## config.mk

```make
export PLATFORM = sky130hd
export DESIGN_NAME = dpe_rx_ingress
export DESIGN_NICKNAME = d
export VERILOG_FILES = /design/src/rtl/dpe_rx_ingress.sv
export SDC_FILE = /design/constraint.sdc
export NUM_CORES = 1
export LEC_CHECK = 0
export ABC_AREA = 1
export CELL_PAD_IN_SITES_DETAIL_PLACEMENT = 1
export CELL_PAD_IN_SITES_GLOBAL_PLACEMENT = 1
export CORE_MARGIN = 2
export CORE_UTILIZATION = 40
export CTS_CLUSTER_SIZE = 30
export DETAILED_ROUTE_END_ITERATION = 10
export PLACE_DENSITY = 0.85
export SLEW_MARGIN = 20
export SYNTH_ARGS = -nofsm -noshare
export SYNTH_HDL_FRONTEND = slang
export SYNTH_SLANG_ARGS = --single-unit
```

## constraint.sdc

```tcl
create_clock -name clk -period 4.4 [get_ports clk]
set_input_delay 0.44 -clock clk [delete_from_list [all_inputs] [get_ports clk]]
set_output_delay 0.44 -clock clk [all_outputs]
set_load 0.02 [all_outputs]
```

## src/rtl/dpe_rx_ingress.sv

```systemverilog
// AXIS ingress stage in front of the DPE: classifies each frame on its first two
// beats, stamps per-frame tuser sideband and truncates oversize frames.
module dpe_rx_ingress #(
    parameter logic [2:0]  PORT_ID   = 3'd0,
    parameter logic [2:0]  WG_DST    = 3'd4,
    parameter logic [2:0]  CPU_PORT  = 3'd4,
    parameter int unsigned MAX_BEATS = 96
) (
    input  logic         clk,
    input  logic         rst_n,
    input  logic [127:0] s_tdata,
    input  logic [15:0]  s_tkeep,
    input  logic         s_tvalid,
    input  logic         s_tlast,
    output logic         s_tready,
    output logic [127:0] m_tdata,
    output logic [15:0]  m_tkeep,
    output logic         m_tvalid,
    output logic         m_tlast,
    input  logic         m_tready,
    output logic         m_tuser_bypass_all,
    output logic [3:0]   m_tuser_bypass_stage,
    output logic [2:0]   m_tuser_src,
    output logic [2:0]   m_tuser_dst,
    output logic [15:0]  frame_cnt,
    output logic [15:0]  byp_cnt,
    output logic [15:0]  trunc_cnt
);
    localparam int unsigned   CW      = $clog2(MAX_BEATS + 1);
    localparam logic [CW-1:0] MAX_CNT = CW'(MAX_BEATS);

    typedef enum logic [2:0] {IDLE, HOLD, STREAM, FLUSH, DISCARD} state_t;
    state_t state_q, state_d;

    logic          rdy_en_q;
    logic [127:0]  h_data_q, h_data_d;
    logic [15:0]   h_keep_q, h_keep_d;
    logic          h_last_q, h_last_d;
    logic [CW-1:0] cnt_q, cnt_d, cnt_inc;
    logic          byp_q, byp_d;
    logic [2:0]    dst_q, dst_d;
    logic          disc_q, disc_d;
    logic [127:0]  o_data_q, o_data_d;
    logic [15:0]   o_keep_q, o_keep_d;
    logic          o_valid_q, o_valid_d;
    logic          o_last_q, o_last_d;
    logic          o_byp_q, o_byp_d;
    logic [2:0]    o_src_q, o_src_d;
    logic [2:0]    o_dst_q, o_dst_d;
    logic [15:0]   frame_cnt_q, frame_cnt_d;
    logic [15:0]   byp_cnt_q, byp_cnt_d;
    logic [15:0]   trunc_cnt_q, trunc_cnt_d;
    logic          o_free, acc, wg_hit, trunc_hit, o_load;

    assign o_free    = !o_valid_q || m_tready;
    assign acc       = s_tvalid && s_tready;
    assign cnt_inc   = cnt_q + CW'(1);
    assign trunc_hit = !s_tlast && (cnt_inc == MAX_CNT);
    // H holds beat0 while beat1 is on the input: ethertype/IHL from beat0, protocol from beat1
    assign wg_hit = (h_data_q[103:96] == 8'h08) && (h_data_q[111:104] == 8'h00) &&
                    (h_data_q[119:112] == 8'h45) && (s_tdata[63:56] == 8'h11);

    always_ff @(posedge clk or negedge rst_n) begin
        if (!rst_n) begin
            state_q <= IDLE;
        end else begin
            state_q <= state_d;
        end
    end

    always_comb begin
        state_d = state_q;
        unique case (state_q)
            IDLE:         if (acc) state_d = s_tlast ? FLUSH : HOLD;
            HOLD, STREAM: if (acc) state_d = (s_tlast || trunc_hit) ? FLUSH : STREAM;
            FLUSH:        if (o_free) state_d = disc_q ? DISCARD : IDLE;
            DISCARD:      if (acc && s_tlast) state_d = IDLE;
            default:      state_d = IDLE;
        endcase
    end

    always_comb begin
        s_tready = 1'b0;
        unique case (state_q)
            IDLE, DISCARD: s_tready = rdy_en_q;
            HOLD, STREAM:  s_tready = o_free;
            default:       s_tready = 1'b0;
        endcase
    end

    always_comb begin
        h_data_d    = h_data_q;
        h_keep_d    = h_keep_q;
        h_last_d    = h_last_q;
        cnt_d       = cnt_q;
        byp_d       = byp_q;
        dst_d       = dst_q;
        disc_d      = disc_q;
        o_data_d    = o_data_q;
        o_keep_d    = o_keep_q;
        o_valid_d   = o_valid_q && !m_tready;
        o_last_d    = o_last_q;
        o_byp_d     = o_byp_q;
        o_src_d     = o_src_q;
        o_dst_d     = o_dst_q;
        frame_cnt_d = frame_cnt_q;
        byp_cnt_d   = byp_cnt_q;
        trunc_cnt_d = trunc_cnt_q;
        o_load      = 1'b0;
        unique case (state_q)
            IDLE: if (acc) begin
                h_data_d = s_tdata;
                h_keep_d = s_tkeep;
                h_last_d = s_tlast;
                cnt_d    = CW'(1);
                disc_d   = 1'b0;
                byp_d    = 1'b1;
                dst_d    = CPU_PORT;
            end
            HOLD, STREAM: if (acc) begin
                if (state_q == HOLD) begin
                    byp_d = !wg_hit;
                    dst_d = wg_hit ? WG_DST : CPU_PORT;
                end
                o_load   = 1'b1;
                o_last_d = 1'b0;
                h_data_d = s_tdata;
                h_keep_d = s_tkeep;
                h_last_d = s_tlast || trunc_hit;
                cnt_d    = cnt_inc;
                if (trunc_hit) begin
                    trunc_cnt_d = trunc_cnt_q + 16'd1;
                    disc_d      = 1'b1;
                end
            end
            FLUSH: if (o_free) begin
                o_load      = 1'b1;
                o_last_d    = 1'b1;
                frame_cnt_d = frame_cnt_q + 16'd1;
                if (byp_q) byp_cnt_d = byp_cnt_q + 16'd1;
            end
            default: ;
        endcase
        // tuser taken from the _d values so the first output beat already carries the verdict
        if (o_load) begin
            o_valid_d = 1'b1;
            o_data_d  = h_data_q;
            o_keep_d  = h_keep_q;
            o_byp_d   = byp_d;
            o_dst_d   = dst_d;
            o_src_d   = PORT_ID;
        end
    end

    always_ff @(posedge clk or negedge rst_n) begin
        if (!rst_n) begin
            rdy_en_q    <= 1'b0;
            h_data_q    <= '0;
            h_keep_q    <= '0;
            h_last_q    <= 1'b0;
            cnt_q       <= '0;
            byp_q       <= 1'b1;
            dst_q       <= '0;
            disc_q      <= 1'b0;
            o_data_q    <= '0;
            o_keep_q    <= '0;
            o_valid_q   <= 1'b0;
            o_last_q    <= 1'b0;
            o_byp_q     <= 1'b0;
            o_src_q     <= '0;
            o_dst_q     <= '0;
            frame_cnt_q <= '0;
            byp_cnt_q   <= '0;
            trunc_cnt_q <= '0;
        end else begin
            rdy_en_q    <= 1'b1;
            h_data_q    <= h_data_d;
            h_keep_q    <= h_keep_d;
            h_last_q    <= h_last_d;
            cnt_q       <= cnt_d;
            byp_q       <= byp_d;
            dst_q       <= dst_d;
            disc_q      <= disc_d;
            o_data_q    <= o_data_d;
            o_keep_q    <= o_keep_d;
            o_valid_q   <= o_valid_d;
            o_last_q    <= o_last_d;
            o_byp_q     <= o_byp_d;
            o_src_q     <= o_src_d;
            o_dst_q     <= o_dst_d;
            frame_cnt_q <= frame_cnt_d;
            byp_cnt_q   <= byp_cnt_d;
            trunc_cnt_q <= trunc_cnt_d;
        end
    end

    assign m_tdata              = o_data_q;
    assign m_tkeep              = o_keep_q;
    assign m_tvalid             = o_valid_q;
    assign m_tlast              = o_last_q;
    assign m_tuser_bypass_all   = o_byp_q;
    assign m_tuser_bypass_stage = 4'h0;
    assign m_tuser_src          = o_src_q;
    assign m_tuser_dst          = o_dst_q;
    assign frame_cnt            = frame_cnt_q;
    assign byp_cnt              = byp_cnt_q;
    assign trunc_cnt            = trunc_cnt_q;
endmodule

```

==> tab_implementation.tex, run 1 <==
\begin{tabular}{lr}
\hline
Metric & Value \\
\hline
\multicolumn{2}{l}{\textbf{Run status}} \\
\quad Result of the run & complete, but fails checks \\
\quad Failing checks & negative hold slack \\
\multicolumn{2}{l}{\textbf{Setup path}} \\
\quad Worst R2R Start & state\_q[1] \\
\quad Setup slack, reg-to-reg & about 1800 ps \\
\quad Arrival time reported for the critical path endpoint & 2270 ps \\
\quad Capturing element type of the critical path & output pin \\
\quad RR Endpoint & h\_data\_q[122] \\
\quad CP max-delay cell & sky130\_fd\_sc\_hd\_\_clkdlybuf4s50\_1 \\
\quad CP cell instances & nor2\_4, nand2\_1, nand2\_2, clkdlybuf4s50\_1 \\
\quad R2R depth & 8 \\
\quad Worst path max stage delay & between 600 and 700 ps \\
\quad Worst path bufs/invs & 1 \\
\quad Largest fanout of any net on the critical path & 7 \\
\quad Required time worst endpoint & 3960 ps \\
\quad Critical setup path kind & register to output pin \\
\quad Cell type group with the largest total delay on the critical path & buffers and inverters \\
\quad Startpoint kind of the worst setup timing path & register \\
\multicolumn{2}{l}{\textbf{Final layout}} \\
\quad Final \#Nets & just over 2k \\
\quad Layout cell share with drive strength beyond 1 & 5.13\% \\
\quad Area taken by multi-input logic gates & 4490 µm² \\
\quad Area Growth Syn to Fin & 36.1\% \\
\quad Commonest non-fill, non-tap cell in the layout & sky130\_fd\_sc\_hd\_\_nand2\_1 \\
\quad Leading cell types in the layout, fill and taps excluded & sky130\_fd\_sc\_hd\_\_nand2\_1 (634), sky130\_fd\_sc\_hd\_\_dfrtp\_1 (357), sky130\_fd\_sc\_hd\_\_clkdlybuf4s50\_1 (346), sky130\_fd\_sc\_hd\_\_inv\_1 (143), sky130\_fd\_sc\_hd\_\_o21ai\_1 (108) \\
\quad Filler Cell Count & $\sim$4.0k \\
\quad Final cell utilization of the core & 55.2\% \\
\quad Sequential cell area & 8960 µm² \\
\quad Final standard cell count with taps included and fillers excluded & 2412 \\
\multicolumn{2}{l}{\textbf{Pwr}} \\
\quad Worst VDD drop & between 0.4 and 0.5 mV \\
\quad Power density cells & roughly 760 nW/µm² \\
\quad Static leakage & $\sim$9.3 nW \\
\multicolumn{2}{l}{\textbf{Placement}} \\
\quad Placed cell count & roughly 2.3k \\
\quad Number of I/O port buffers & $\sim$350 \\
\quad Half-perimeter wire length after detailed placement & between 20000 and 30000 µm \\
\quad Final weighted congestion in routability-driven placement & between 0.8 and 0.9 \\
\quad Setup WS pre-CTS & 1420 ps \\
\multicolumn{2}{l}{\textbf{Timing}} \\
\quad Final setup fails & 0 \\
\quad Final period util & 61.5\% \\
\quad F\_max & 0.369 GHz \\
\quad Final critical delay including setup and external delays & approximately 2700 ps \\
\quad Count of pins over their slew limit & 0 \\
\quad Setup total negative slack & 0 ps \\
\quad Clock skew & about 17 ps \\
\quad PnR worst setup slack & between 1500 and 2000 ps \\
\quad Final Hold Viols & 6 \\
\quad Setup repair after global routing missed its margin & no \\
\quad Slew headroom & between 20\% and 30\% \\
\quad Worst hold margin & -22.7 ps \\
\quad Transition time at the pin with the least slew margin & approximately 1200 ps \\
\multicolumn{2}{l}{\textbf{Detailed routing}} \\
\quad Wire per inst & 18.0 µm \\
\quad Total routed wire length on the met1 layer & about 17000 µm \\
\quad Post-detailed-routing wire length & approximately 43000 µm \\
\quad First-pass iteration count of the detailed router & 4 \\
\quad Via density & 4.98 \\
\quad Number of DRC violations after detailed-routing iteration 0 & 467 \\
\quad Count of unresolved DRC violations after routing & 0 \\
\quad Wire length on met2 & 22500 µm \\
\quad Final ANT Viol Nets & 0 \\
\quad Total length of routed met3 wires & approximately 2600 µm \\
\quad Count of vias placed by the detailed router & between 10k and 15k \\
\quad Top routing layer in use & met5 \\
\multicolumn{2}{l}{\textbf{Clock tree}} \\
\quad CTS clock-pin slew for the worst setup and hold paths & $\sim$60 ps \\
\quad CTS H-tree lvls & 2 \\
\quad Clk\_lat worst skew & roughly 550 ps \\
\quad Root buffer cell & sky130\_fd\_sc\_hd\_\_clkbuf\_16 \\
\quad Post-CTS setup buffer count & 0 \\
\quad Clock sinks & $\sim$360 \\
\quad TritonCTS clock tree & built \\
\quad Longest Clk Path Bufs & 3 \\
\quad Hold-fix buffers, CTS & 0 \\
\quad Number of buffers added by the clock tree synthesis step & 40 \\
\quad Cts repair resizes & 0 \\
\multicolumn{2}{l}{\textbf{Logic synthesis}} \\
\quad Sequential-to-total area share from yosys stat & 62.3\% \\
\quad Synth warnings & 0 \\
\quad Per-instance average area after synthesis & about 9 µm² \\
\quad Number of flops mapped to enable cells by yosys & 0 \\
\quad Async set-reset flop share out of synthesis & 100\% \\
\quad Gate count after technology mapping & 1584 \\
\quad Number of distinct library cell variants in the gate-level netlist after synthesis & 38 \\
\quad Top flip-flop cell by instance count after synthesis & sky130\_fd\_sc\_hd\_\_dfrtp\_1 \\
\quad Register bit count reported by yosys & approximately 360 \\
\quad Netlist area before placement & around 14000 µm² \\
\multicolumn{2}{l}{\textbf{Worst hold path}} \\
\quad Tightest Hold Check Type & primary input to asynchronous set/reset pin \\
\multicolumn{2}{l}{\textbf{GRT}} \\
\quad First-pass GRT wire length & between 70000 and 80000 µm \\
\quad Initial antenna violation count & 4 \\
\quad GRT Overall Usage & a little under a quarter \\
\quad Largest net degree at the start of global routing & between 200 and 250 \\
\quad Via count of the first global-routing pass & around 13k \\
\quad Global-route congestion overflow total & 0 \\
\multicolumn{2}{l}{\textbf{Floorplanning}} \\
\quad Overall die width & 194 µm \\
\quad Initial standard-cell utilization of the core & a little over 40\% \\
\quad Number of top-level design ports & 355 \\
\quad Chip height & between 150 and 200 µm \\
\quad Placement row count & 69 \\
\quad Area of the die & 37500 µm² \\
\quad Placeable core area & between 30000 and 40000 µm² \\
\multicolumn{2}{l}{\textbf{Flow run}} \\
\quad Maximum capacitance violations & 0 \\
\hline
\end{tabular}
-- where the power goes --
group / internal [mW] / switching (mW) / total (mW)
combinational: 2.18 / 3.74 / 5.93
sequential: 4.66 / 0.771 / 5.43
clock: 2.13 / 1.36 / 3.49
-- cell type report --
| cell class | count | share of cell area [%] |
|---|---|---|
| timing repair buffer | 359 | 18.5 |
| clock inverter | 14 | 0.920 |
| clock buffer | 58 | 6.13 |
| sequential | 358 | 45.7 |
| inverter | 147 | 2.84 |
| tap | 461 | 2.94 |
| antenna | 3 | 0.0383 |
| multi-input combinational | 1012 | 22.9 |
-- cell families (layout without fill, tap and decap cells) --
family	after synthesis	in the layout	synth area share (%)
xor+xnor	39	39	2.37
other cells	2	11	0.0522
compound gates	209	209	7.46
fa+ha+maj	5	5	0.435
simple gates	751	751	20.7
flops	358	358	62.3
buf+inv	220	578	6.72
-- how the worst max path moves through the flow --
stage / from / slack [ps] / cells past startpoint / to
floorplan: state_q[1] / 2660 / 8 / h_data_q[108]
global route: state_q[1] / 1600 / 4 / s_tready
global placement: m_tready / 1600 / 10 / trunc_cnt[12]
detailed placement: m_tready / 1420 / 10 / trunc_cnt[6]
CTS: state_q[0] / 1520 / 7 / trunc_cnt[10]
finish: state_q[1] / 1690 / 4 / s_tready
-- per-stage QoR --
stage | area [µm²] | total power [mW]
CTS | 19600 | 15.0
detailed placement | 18200 | 11.4
floorplan | 14400 | 8.85
global placement | 18200 | 11.0
global route | 19600 | 15.8
finish | 19600 | 14.9
-- sequential cells by signal (all words and copies together), names as in the netlist, 3 cells and up --
| signal | cells |
|---|---|
| byp_cnt | 16 |
| h_keep_q | 16 |
| trunc_cnt | 16 |
| dst_q | 3 |
| state_q | 3 |
| m_tuser_dst | 3 |
| frame_cnt | 16 |
| m_tkeep | 16 |
| m_tdata | 128 |
| h_data_q | 128 |
| cnt_q | 7 |
-- cell usage after synthesis (all sizes together) (2+ instances only) --
library cell  instances  area share (%)
a21oi                 8            0.38
buf                  48             2.2
clkbuf               25            0.65
conb                  2           0.052
dfrtp               357              62
ha                    5            0.43
inv                 147             3.9
nand2               639              17
nand3                29             1.0
nand4                12            0.52
nor2                 55             1.7
nor3                 11            0.42
nor4                  2           0.087
o21ai               196             6.8
xnor2                15            0.91
xor2                 24             1.5
-- layer usage --
layer,global-route usage (%),up-vias
met5,0,-
met3,5.81,98
met4,10.5,2
met2,41.6,301
met1,26.9,6035
li1,-,5568
No activity file was read; power rests on OpenSTA's default activity.
==> inputs of run 2 (changes only) <==
--- a/config.mk
+++ b/config.mk
@@ -9,10 +9,10 @@
 export CELL_PAD_IN_SITES_DETAIL_PLACEMENT = 1
 export CELL_PAD_IN_SITES_GLOBAL_PLACEMENT = 1
 export CORE_MARGIN = 2
-export CORE_UTILIZATION = 40
+export CORE_UTILIZATION = 37
 export CTS_CLUSTER_SIZE = 30
 export DETAILED_ROUTE_END_ITERATION = 10
-export PLACE_DENSITY = 0.85
+export PLACE_DENSITY = 0.79
 export SLEW_MARGIN = 20
 export SYNTH_ARGS = -nofsm -noshare
 export SYNTH_HDL_FRONTEND = slang
==> constraint.sdc (replaced) <==
create_clock -name clk -period 2.7 [get_ports clk]
set_input_delay 0.27 -clock clk [delete_from_list [all_inputs] [get_ports clk]]
set_output_delay 0.27 -clock clk [all_outputs]
set_load 0.02 [all_outputs]
==> run 2 against run 1 <==
The flow now finishes without violations; total power up 65%; sequential share of layout area down 0.73 points; worst hold slack better by 280 ps; sequential cell count unchanged; highest routed layer unchanged.
==> tab_implementation.tex, run 2 (synthesis results as in run 1) <==
\begin{tabular}{lr}
\hline
Metric & Value \\
\hline
\multicolumn{2}{l}{\textbf{Timing}} \\
\quad Clock skew & roughly 7.5 ps \\
\quad Setup total negative slack & 0 ps \\
\quad Count of pins over their slew limit & 0 \\
\quad Worst hold margin & 256 ps \\
\quad Final period util & about nine tenths \\
\quad Final Hold Viols & 0 \\
\quad F\_max & 0.412 GHz \\
\quad Final setup fails & 0 \\
\quad PnR worst setup slack & approximately 280 ps \\
\quad Final critical delay including setup and external delays & 2420 ps \\
\quad Transition time at the pin with the least slew margin & slightly below 700 ps \\
\quad Slew headroom & a little under three fifths \\
\quad Setup repair after global routing missed its margin & no \\
\multicolumn{2}{l}{\textbf{Worst hold path}} \\
\quad Startpoint of the lowest-slack hold path & s\_tkeep[8] \\
\quad Tightest Hold Check Type & primary input to register \\
\quad Sink of the worst hold path & h\_keep\_q[8] \\
\quad Hold depth & 3 \\
\multicolumn{2}{l}{\textbf{Pwr}} \\
\quad Worst VDD drop & 0.562 mV \\
\quad Internal power consumption & roughly 15 mW \\
\quad Flop pwr share & between 30\% and 40\% \\
\quad Power density cells & 1230 nW/µm² \\
\quad Static leakage & 9.45 nW \\
\quad Clock Power Share & around 24\% \\
\quad Switching share of total power & 38.9\% \\
\quad Net switching component of the power & approximately 9.5 mW \\
\quad Combinational Power Share & between 40\% and 50\% \\
\quad Total design power & approximately 24 mW \\
\multicolumn{2}{l}{\textbf{Final layout}} \\
\quad Final standard cell count with taps included and fillers excluded & between 2k and 2.5k \\
\quad Area Growth Syn to Fin & 38.4\% \\
\quad Commonest non-fill, non-tap cell in the layout & sky130\_fd\_sc\_hd\_\_nand2\_1 \\
\quad Layout cell share with drive strength beyond 1 & $\sim$5.7\% \\
\quad Post-route cell area & between 15000 and 20000 µm² \\
\quad Final cell utilization of the core & approximately half \\
\quad Leading cell types in the layout, fill and taps excluded & sky130\_fd\_sc\_hd\_\_nand2\_1 (634), sky130\_fd\_sc\_hd\_\_dfrtp\_1 (357), sky130\_fd\_sc\_hd\_\_clkdlybuf4s50\_1 (346), sky130\_fd\_sc\_hd\_\_inv\_1 (143), sky130\_fd\_sc\_hd\_\_o21ai\_1 (108) \\
\quad Final \#Nets & $\sim$2.1k \\
\multicolumn{2}{l}{\textbf{Detailed routing}} \\
\quad Via density & 4.78 \\
\quad Count of vias placed by the detailed router & between 10k and 15k \\
\quad Number of DRC violations after detailed-routing iteration 0 & $\sim$430 \\
\quad Wire per inst & between 15 and 20 µm \\
\quad Post-detailed-routing wire length & approximately 42000 µm \\
\quad Final ANT Viol Nets & 0 \\
\quad Count of unresolved DRC violations after routing & 0 \\
\quad First-pass iteration count of the detailed router & 4 \\
\multicolumn{2}{l}{\textbf{Floorplanning}} \\
\quad Area of the die & between 40000 and 50000 µm² \\
\quad Placement row count & between 70 and 80 \\
\quad Overall die width & between 200 and 250 µm \\
\quad Chip height & $\sim$200 µm \\
\quad Initial standard-cell utilization of the core & between 30\% and 40\% \\
\quad Number of top-level design ports & $\sim$360 \\
\quad Placeable core area & roughly 39000 µm² \\
\multicolumn{2}{l}{\textbf{Placement}} \\
\quad Number of I/O port buffers & 347 \\
\quad Final weighted congestion in routability-driven placement & 0.806 \\
\quad Half-perimeter wire length after detailed placement & approximately 29000 µm \\
\quad Setup WS pre-CTS & between 300 and 400 ps \\
\quad Cell area reported after detailed placement & roughly 18000 µm² \\
\quad Placed cell count & roughly 2.4k \\
\multicolumn{2}{l}{\textbf{Clock tree}} \\
\quad Number of buffers added by the clock tree synthesis step & 41 \\
\quad Longest Clk Path Bufs & 3 \\
\quad Post-CTS setup buffer count & 0 \\
\quad Root buffer cell & sky130\_fd\_sc\_hd\_\_clkbuf\_16 \\
\quad Clk\_lat worst skew & around 550 ps \\
\quad Cts repair resizes & 0 \\
\quad CTS clock-pin slew for the worst setup and hold paths & $\sim$60 ps \\
\quad CTS H-tree lvls & 2 \\
\quad Clock sinks & between 300 and 400 \\
\quad TritonCTS clock tree & built \\
\multicolumn{2}{l}{\textbf{Flow run}} \\
\quad Maximum capacitance violations & 0 \\
\multicolumn{2}{l}{\textbf{GRT}} \\
\quad Met1 layer usage reported by global route & around a quarter \\
\quad Grt met2 use & a little under two fifths \\
\quad Global-route congestion overflow total & 0 \\
\quad Initial antenna violation count & 2 \\
\quad Met3 usage in global routing & between 6 and 7\% \\
\quad Via count of the first global-routing pass & between 10k and 15k \\
\quad Busiest metal layer after global routing & met2 \\
\quad First-pass GRT wire length & between 60000 and 70000 µm \\
\quad GRT Overall Usage & 21.2\% \\
\quad Largest net degree at the start of global routing & slightly above 80 \\
\multicolumn{2}{l}{\textbf{Setup path}} \\
\quad Largest fanout of any net on the critical path & 7 \\
\quad Worst R2R Start & state\_q[1] \\
\quad Startpoint kind of the worst setup timing path & register \\
\quad RR Endpoint & m\_tdata[70] \\
\quad Arrival time reported for the critical path endpoint & 2150 ps \\
\quad CP cell instances & nor2\_4, nand2\_1, nand2\_2, clkdlybuf4s50\_1 \\
\quad Setup slack, reg-to-reg & between 500 and 600 ps \\
\quad Worst path max stage delay & 640 ps \\
\quad Required time worst endpoint & around 2400 ps \\
\quad Capturing element type of the critical path & output pin \\
\quad CP max-delay cell & sky130\_fd\_sc\_hd\_\_clkdlybuf4s50\_1 \\
\quad R2R depth & 10 \\
\quad Critical setup path kind & register to output pin \\
\multicolumn{2}{l}{\textbf{Run status}} \\
\quad Result of the run & complete, no violations \\
\hline
\end{tabular}
==> run 2: power groups by stage <==
stage	logic [mW]	clock network, mW	registers [mW]
4_1_cts	10.0	6.07	8.83
2_1_floorplan	4.58	0	9.84
5_1_grt	10.9	6.26	9.08
6_report	9.80	5.89	8.81
3_3_place_gp	9.48	0	8.77
3_5_place_dp	9.88	0	8.87
==> run 2: how the worst max path moves through the flow <==
stage,startpoint,endpoint,slack (ps),depth (start not counted)
after floorplan,state_q[1],h_data_q[108],960,8
after global placement,m_tready,h_data_q[119],500,11
after detailed placement,m_tready,m_tdata[70],370,9
after CTS,state_q[1],s_tready,230,4
after global routing,state_q[1],s_tready,180,4
final,state_q[1],s_tready,280,4
==> run 2: final cells by class <==
cell class,instances,area (µm²)
clock buffer,59,1230
antenna,1,2.50
tap,518,648
sequential,358,8960
fill,4461,18600
multi-input combinational,1012,4480
inverter,147,557
timing repair buffer,371,3810
clock inverter,16,219
==> run 2: per-layer routing <==
| metal | wire [µm] | share of wire [%] |
|---|---|---|
| met3 | 2810 | 6.7 |
| met1 | 16400 | 39 |
| met5 | 12 | 0.029 |
| met2 | 21500 | 51 |
| met4 | 1320 | 3.1 |
==> run 2: critical path: cells and delay by family, from the launching register on <==
kind | cells | cell delay, ps
simple gates | 3 | 490
flops | 1 | 480
buf+inv | 1 | 640
==> run 2: repair_timing <==
item	4_1_cts	5_1_grt
hold buffers	1	0
hold endpoints to repair	66	0
endpoints found under the setup margin	0	0
